[config.mk]
export PLATFORM = sky130hd
export DESIGN_NAME = ex_block_seq
export DESIGN_NICKNAME = d
export VERILOG_FILES = /design/src/rtl/ex_pkg.sv /design/src/rtl/ex_block_seq_mac_unit.sv /design/src/rtl/ex_block_seq.sv
export SDC_FILE = /design/constraint.sdc
export NUM_CORES = 1
export LEC_CHECK = 0
export CAP_MARGIN = 10
export CORE_ASPECT_RATIO = 1.2
export CORE_MARGIN = 5
export CORE_UTILIZATION = 50
export CTS_CLUSTER_DIAMETER = 200
export CTS_CLUSTER_SIZE = 24
export DETAILED_ROUTE_END_ITERATION = 12
export PLACE_DENSITY = 0.68
export SLEW_MARGIN = 15
export SYNTH_ARGS = -nofsm -noshare
export SYNTH_HDL_FRONTEND = slang
export SYNTH_SLANG_ARGS = --single-unit
[constraint.sdc]
create_clock -name clk -period 12.2 [get_ports clk]
set_clock_uncertainty 0.15 [all_clocks]
set_input_delay 1.22 -clock clk [delete_from_list [all_inputs] [get_ports clk]]
set_output_delay 1.22 -clock clk [all_outputs]
set_load 0.005 [all_outputs]
[src/rtl/ex_pkg.sv]
// Shared definitions for the sequential step-classifier execution block:
// request opcodes, controller states and the output saturation helper.
package ex_pkg;

    localparam logic [2:0] FUNCT_RST_CNT  = 3'd0;
    localparam logic [2:0] FUNCT_CLASSIFY = 3'd1;
    localparam logic [2:0] FUNCT_WR_W     = 3'd2;

    typedef enum logic [1:0] {
        IDLE = 2'd0,
        HID  = 2'd1,
        OUT  = 2'd2,
        DONE = 2'd3
    } state_t;

    // Clamp an unsigned value to the largest dw-bit number; caller narrows the result.
    function automatic logic [31:0] sat_dw(input logic [63:0] x, input int unsigned dw);
        logic [63:0] max_v;
        max_v = (64'd1 << dw) - 64'd1;
        if (x > max_v) begin
            return max_v[31:0];
        end else begin
            return x[31:0];
        end
    endfunction

endpackage

[src/rtl/ex_block_seq_mac_unit.sv]
// Registered multiply-accumulate: i_clr restarts the sum with the current product,
// o_sat presents the running sum clamped to DW bits.
module mac_unit
    import ex_pkg::*;
#(
    parameter int DW    = 10,
    parameter int ACC_W = 22
) (
    input  logic          clk,
    input  logic          rst,
    input  logic          i_en,
    input  logic          i_clr,
    input  logic [DW-1:0] i_x,
    input  logic [DW-1:0] i_w,
    output logic [DW-1:0] o_sat
);

    logic [2*DW-1:0]  w_prod;
    logic [ACC_W-1:0] r_acc;

    assign w_prod = {{DW{1'b0}}, i_x} * {{DW{1'b0}}, i_w};
    assign o_sat  = DW'(sat_dw(64'(r_acc), DW));

    // Accumulator register
    always_ff @(posedge clk or posedge rst) begin
        if (rst) begin
            r_acc <= '0;
        end else if (i_en) begin
            r_acc <= (i_clr ? {ACC_W{1'b0}} : r_acc) + ACC_W'(w_prod);
        end else begin
            r_acc <= r_acc;
        end
    end

endmodule

[src/rtl/ex_block_seq.sv]
// Sequential 2-input / N_HID-hidden / 1-output step classifier with a shared MAC,
// on-chip weight registers and a saturating step counter.
module ex_block_seq
    import ex_pkg::*;
#(
    parameter int DW         = 10,
    parameter int N_HID      = 2,
    parameter int CNT_W      = 10,
    parameter int ACT_THRESH = 512,
    parameter int AW         = 4
) (
    input  logic             clk,
    input  logic             rst,
    input  logic             in_valid,
    output logic             in_ready,
    input  logic [2:0]       funct,
    input  logic [DW-1:0]    a,
    input  logic [DW-1:0]    b,
    input  logic [AW-1:0]    w_addr,
    input  logic [DW-1:0]    w_data,
    output logic             out_valid,
    output logic             step,
    output logic [CNT_W-1:0] step_count,
    output logic             cnt_sat
);

    localparam int ACC_W = 2*DW + $clog2((N_HID > 2) ? N_HID : 2) + 1;
    localparam int NW    = 3*N_HID;

    state_t           r_state;
    logic [AW-1:0]    r_idx;
    logic [DW-1:0]    r_a;
    logic [DW-1:0]    r_b;
    logic [DW-1:0]    r_w      [NW];
    logic [DW-1:0]    r_hidden [N_HID];
    logic             r_in_ready;
    logic             r_out_valid;
    logic             r_step;
    logic [CNT_W-1:0] r_cnt;
    logic             r_cnt_sat;

    logic [AW-1:0]    w_j;
    logic [DW-1:0]    w_wsel;
    logic [DW-1:0]    w_hid_stored;
    logic [DW-1:0]    w_hid;
    logic [DW-1:0]    w_x;
    logic             w_en;
    logic             w_clr;
    logic [DW-1:0]    w_sat;

    assign in_ready   = r_in_ready;
    assign out_valid  = r_out_valid;
    assign step       = r_step;
    assign step_count = r_cnt;
    assign cnt_sat    = r_cnt_sat;
    assign w_j        = r_idx - AW'(2*N_HID);

    // The step index doubles as the weight address: theta in HID, alpha in OUT.
    always_comb begin
        w_wsel       = '0;
        w_hid_stored = '0;
        for (int i = 0; i < NW; i++) begin
            if (r_idx == AW'(i)) begin
                w_wsel = r_w[i];
            end else begin
                w_wsel = w_wsel;
            end
        end
        for (int h = 0; h < N_HID; h++) begin
            if (w_j == AW'(h)) begin
                w_hid_stored = r_hidden[h];
            end else begin
                w_hid_stored = w_hid_stored;
            end
        end
        // With one hidden node its value is still in the MAC on the first OUT cycle.
        w_hid = ((N_HID == 1) && (r_idx == AW'(2*N_HID))) ? w_sat : w_hid_stored;
    end

    // MAC operand and control selection
    always_comb begin
        w_x   = '0;
        w_en  = 1'b0;
        w_clr = 1'b0;
        case (r_state)
            HID: begin
                w_x   = r_idx[0] ? r_b : r_a;
                w_en  = 1'b1;
                w_clr = ~r_idx[0];
            end
            OUT: begin
                w_x   = w_hid;
                w_en  = 1'b1;
                w_clr = (r_idx == AW'(2*N_HID));
            end
            default: begin
                w_x   = '0;
                w_en  = 1'b0;
                w_clr = 1'b0;
            end
        endcase
    end

    mac_unit #(
        .DW    (DW),
        .ACC_W (ACC_W)
    ) u_mac (
        .clk   (clk),
        .rst   (rst),
        .i_en  (w_en),
        .i_clr (w_clr),
        .i_x   (w_x),
        .i_w   (w_wsel),
        .o_sat (w_sat)
    );

    // Controller, weight storage and result registers
    always_ff @(posedge clk or posedge rst) begin
        if (rst) begin
            r_state     <= IDLE;
            r_idx       <= '0;
            r_a         <= '0;
            r_b         <= '0;
            r_in_ready  <= 1'b1;
            r_out_valid <= 1'b0;
            r_step      <= 1'b0;
            r_cnt       <= '0;
            r_cnt_sat   <= 1'b0;
            for (int i = 0; i < NW; i++) begin
                r_w[i] <= '0;
            end
            for (int h = 0; h < N_HID; h++) begin
                r_hidden[h] <= '0;
            end
        end else begin
            r_out_valid <= 1'b0;
            case (r_state)
                IDLE: begin
                    if (in_valid && r_in_ready) begin
                        case (funct)
                            FUNCT_RST_CNT: begin
                                r_cnt     <= '0;
                                r_cnt_sat <= 1'b0;
                            end
                            FUNCT_CLASSIFY: begin
                                r_a        <= a;
                                r_b        <= b;
                                r_idx      <= '0;
                                r_in_ready <= 1'b0;
                                r_state    <= HID;
                            end
                            FUNCT_WR_W: begin
                                for (int i = 0; i < NW; i++) begin
                                    if (w_addr == AW'(i)) begin
                                        r_w[i] <= w_data;
                                    end
                                end
                            end
                            default: begin
                                r_state <= IDLE;
                            end
                        endcase
                    end
                end
                HID: begin
                    // On each even step the MAC holds the finished previous hidden node.
                    for (int h = 0; h < N_HID - 1; h++) begin
                        if (r_idx == AW'(2*h + 2)) begin
                            r_hidden[h] <= w_sat;
                        end
                    end
                    r_idx <= r_idx + AW'(1);
                    if (r_idx == AW'(2*N_HID - 1)) begin
                        r_state <= OUT;
                    end
                end
                OUT: begin
                    if (r_idx == AW'(2*N_HID)) begin
                        r_hidden[N_HID-1] <= w_sat;
                    end
                    r_idx <= r_idx + AW'(1);
                    if (r_idx == AW'(3*N_HID - 1)) begin
                        r_state <= DONE;
                    end
                end
                DONE: begin
                    r_step      <= (w_sat > DW'(ACT_THRESH));
                    r_out_valid <= 1'b1;
                    r_in_ready  <= 1'b1;
                    r_state     <= IDLE;
                    if (w_sat > DW'(ACT_THRESH)) begin
                        if (r_cnt == {CNT_W{1'b1}}) begin
                            r_cnt_sat <= 1'b1;
                        end else begin
                            r_cnt <= r_cnt + CNT_W'(1);
                        end
                    end
                end
                default: begin
                    r_state    <= IDLE;
                    r_in_ready <= 1'b1;
                end
            endcase
        end
    end

endmodule

==> flow_metrics.tcl <==
set metrics [dict create \
    clock_path_buffers 2 \
    yosysMostFrequentCell "inv_1" \
    cp-start-kind "register" \
    yosysSeqAreaShare 0.330 \
    max_freq_ghz 0.128 \
    via_count 7706 \
    fin_crit_sh 0.639 \
    first_global_vias 8141 \
    ys_types 68 \
    reg2reg_depth 25 \
    fillers 1778 \
    finalCriticalPeriod_ps 7800 \
    path_class "register to register" \
    timing.rr.start "r_idx[0]" \
    tritoncts "yes" \
    first_pass_iters 4 \
    rows 58 \
    drv_cap 0 \
    synth_top_area_frac 0.328 \
    start_util 0.510 \
    power_leakage_nw 5.95 \
    fp.dieArea_um2 24600 \
    syn_to_final_growth_pct 12.8 \
    cp-end-kind "register" \
    htreeDepth 4 \
    syn-num-nets 1256 \
    die_x_um 144 \
    cts_sinks 142 \
    fin_nets 1300 \
    gp_congestion 0.896 \
    syn_area_per_cell_um2 10.1 \
    drt_wl_total_um 24900 \
    synth-edff-count 0 \
    first_iter_violations 396 \
    antenna_found_initial 0 \
    cts-resized-gates 0 \
    drive_gt1_frac 0.159 \
    routedWlPerCell_um 17.9 \
    reg2reg_to "u_mac.r_acc[21]" \
    design_area_um2 12100 \
    syn_inst 1065 \
    synth_warnings 0 \
    peakVddDrop_mv 0.178 \
    worst_ep_arrival_time_ps 7960 \
    crit_top_cell "fa_1" \
    setup_viol 0 \
    synth_area_um2 10800 \
    track_usage 0.216 \
    clk_pin_slew_ps 70 \
    max_slew_margin 0.380 \
    hp-class "register to register" \
    synthArstFlopShare 1.00 \
    core_area_um2 21100 \
    hold_buffers 0 \
    max_stage_delay_ps 640 \
    final_core_util 0.575 \
    postCtsSetupRepairBufs 0 \
    grt-ovfl-total 0 \
    synth_top_area_cell "dfrtp_1" \
    final_antenna_net_count 0 \
    remaining_drc_errors 0 \
    outcome "finished clean" \
    io_buffers 53 \
    n_antenna_cell 0 \
    grt_pass1_wl_um 42100 \
    synth_commonest_cells "inv_1, dfrtp_1, nor2_1" \
    die_h_um 171 \
    viasPerCell 5.54 \
    crit_start "r_idx[0]" \
    slew_viol_final 0 \
    rsz0062_at_grt "no" \
    synthTopCellsByArea "dfrtp_1, fa_1, mux2_2, ha_1, inv_1" \
    reg2reg_slack_ps 4400 \
    cts_root_buf "clkbuf_16" \
    worstMarginPinSlew_ps 929 \
    cp_max_fo 18 \
    final_hold_viol_count 0 \
    critical_path.endpoint "u_mac.r_acc[21]" \
    grt_start_max_net_pins 73 \
    place_area_um2 11500 \
    p_per_area_nw_per_um2 180 \
    worst_skew_pair.late_latency_ps 430 \
    synth-seq-cells 142 \
    io_pins 54 \
    crit_slowest_cell "dfrtp_1" \
    setup-tns-final_ps 0 \
    ys.flop_type "dfrtp_1" \
    critPathRequiredTime_ps 12360 \
    cts_made_buffers 17 \
    dp_hpwl_um 18800 \
]
## critical path: cells and delay by family, from the launching register on
family / cells / cell delay (ps)
AO/OA/AOI/OAI: 8 / 1700
adder cells (fa/ha/maj): 7 / 3320
buffers and inverters: 3 / 150
flip-flops: 1 / 640
multiplexers: 1 / 330
AND/OR/NAND/NOR: 6 / 1420
## through the flow
step | total power, mW | setup slack [ps] | hold slack [ps] | instances
floorplan | 1.38 | 5260 | 316 | 1065
global placement | 1.64 | 4560 | 336 | 1360
detailed placement | 1.65 | 4430 | 342 | 1360
CTS | 2.20 | 4420 | 358 | 1391
global route | 2.35 | 3890 | 369 | 1391
finish | 2.19 | 4400 | 357 | 1391
## registers in the layout, indices dropped and copies added (netlist names)
signal / flops
r_w: 60
r_b: 10
r_a: 10
r_hidden: 20
u_mac.r_acc: 22
out_valid: 1
r_idx: 4
step: 1
cnt_sat: 1
in_ready: 1
step_count: 10
r_state: 2
## layer usage
layer	global-route usage	up-vias	share of wire
met5	0	-	0
li1	-	3646	-
met4	0.0704	0	0.022
met3	0.0271	32	0.034
met1	0.292	3859	0.45
met2	0.361	169	0.50
## cell type report
class	count	area [µm²]	area share
clock buffers	17	425	0.0350
clock inverters	14	174	0.0143
inverters	144	546	0.0449
multi-input cells	744	6520	0.537
flip-flops and latches	142	3550	0.293
well taps	270	338	0.0278
repair buffers	60	583	0.0480
## where the power goes
group          leakage [nW]  switching, mW  internal (mW)  total [mW]
clock                 0.286          0.229          0.309       0.538
sequential             1.88          0.103          0.593       0.696
combinational          3.79          0.585          0.369       0.954
total                  5.95          0.917           1.27        2.19
## layout by cell type (no fill, tap or decap), drive strengths merged, types with 3 or more instances in the layout
master	n
a21boi	4
a21o	10
a21oi	43
a221oi	6
a22o	22
a22oi	16
a31oi	7
and2	27
and3	7
buf	7
clkbuf	17
clkdlybuf4s50	53
clkinvlp	3
dfrtp	141
fa	82
ha	69
inv	152
mux2	104
nand2	83
nand2b	9
nand3	16
nand4	4
nor2	109
nor2b	10
nor3	17
nor3b	6
nor4	5
o211ai	8
o21a	5
o21ai	24
o31ai	3
o41ai	3
or2	7
xnor2	12
xor2	7
## logic make-up after synthesis
group | share of synthesized area
mux | 0.111
flops | 0.330
buf+inv | 0.0645
xor+xnor | 0.0155
simple gates | 0.142
compound gates | 0.104
fa+ha+maj | 0.233
## worst min path at each step
stage          slack, ps  cells past startpoint            start         endpoint
6_report             360                      1           r_a[6]           r_a[6]
5_1_grt              370                      1           r_a[0]           r_a[0]
4_1_cts              360                      1           r_a[6]           r_a[6]
3_5_place_dp         340                      1           r_a[6]           r_a[6]
3_3_place_gp         340                      1           r_a[0]           r_a[0]
2_1_floorplan        320                      2  u_mac.r_acc[14]  u_mac.r_acc[14]
(Power assumes the default switching activity.)
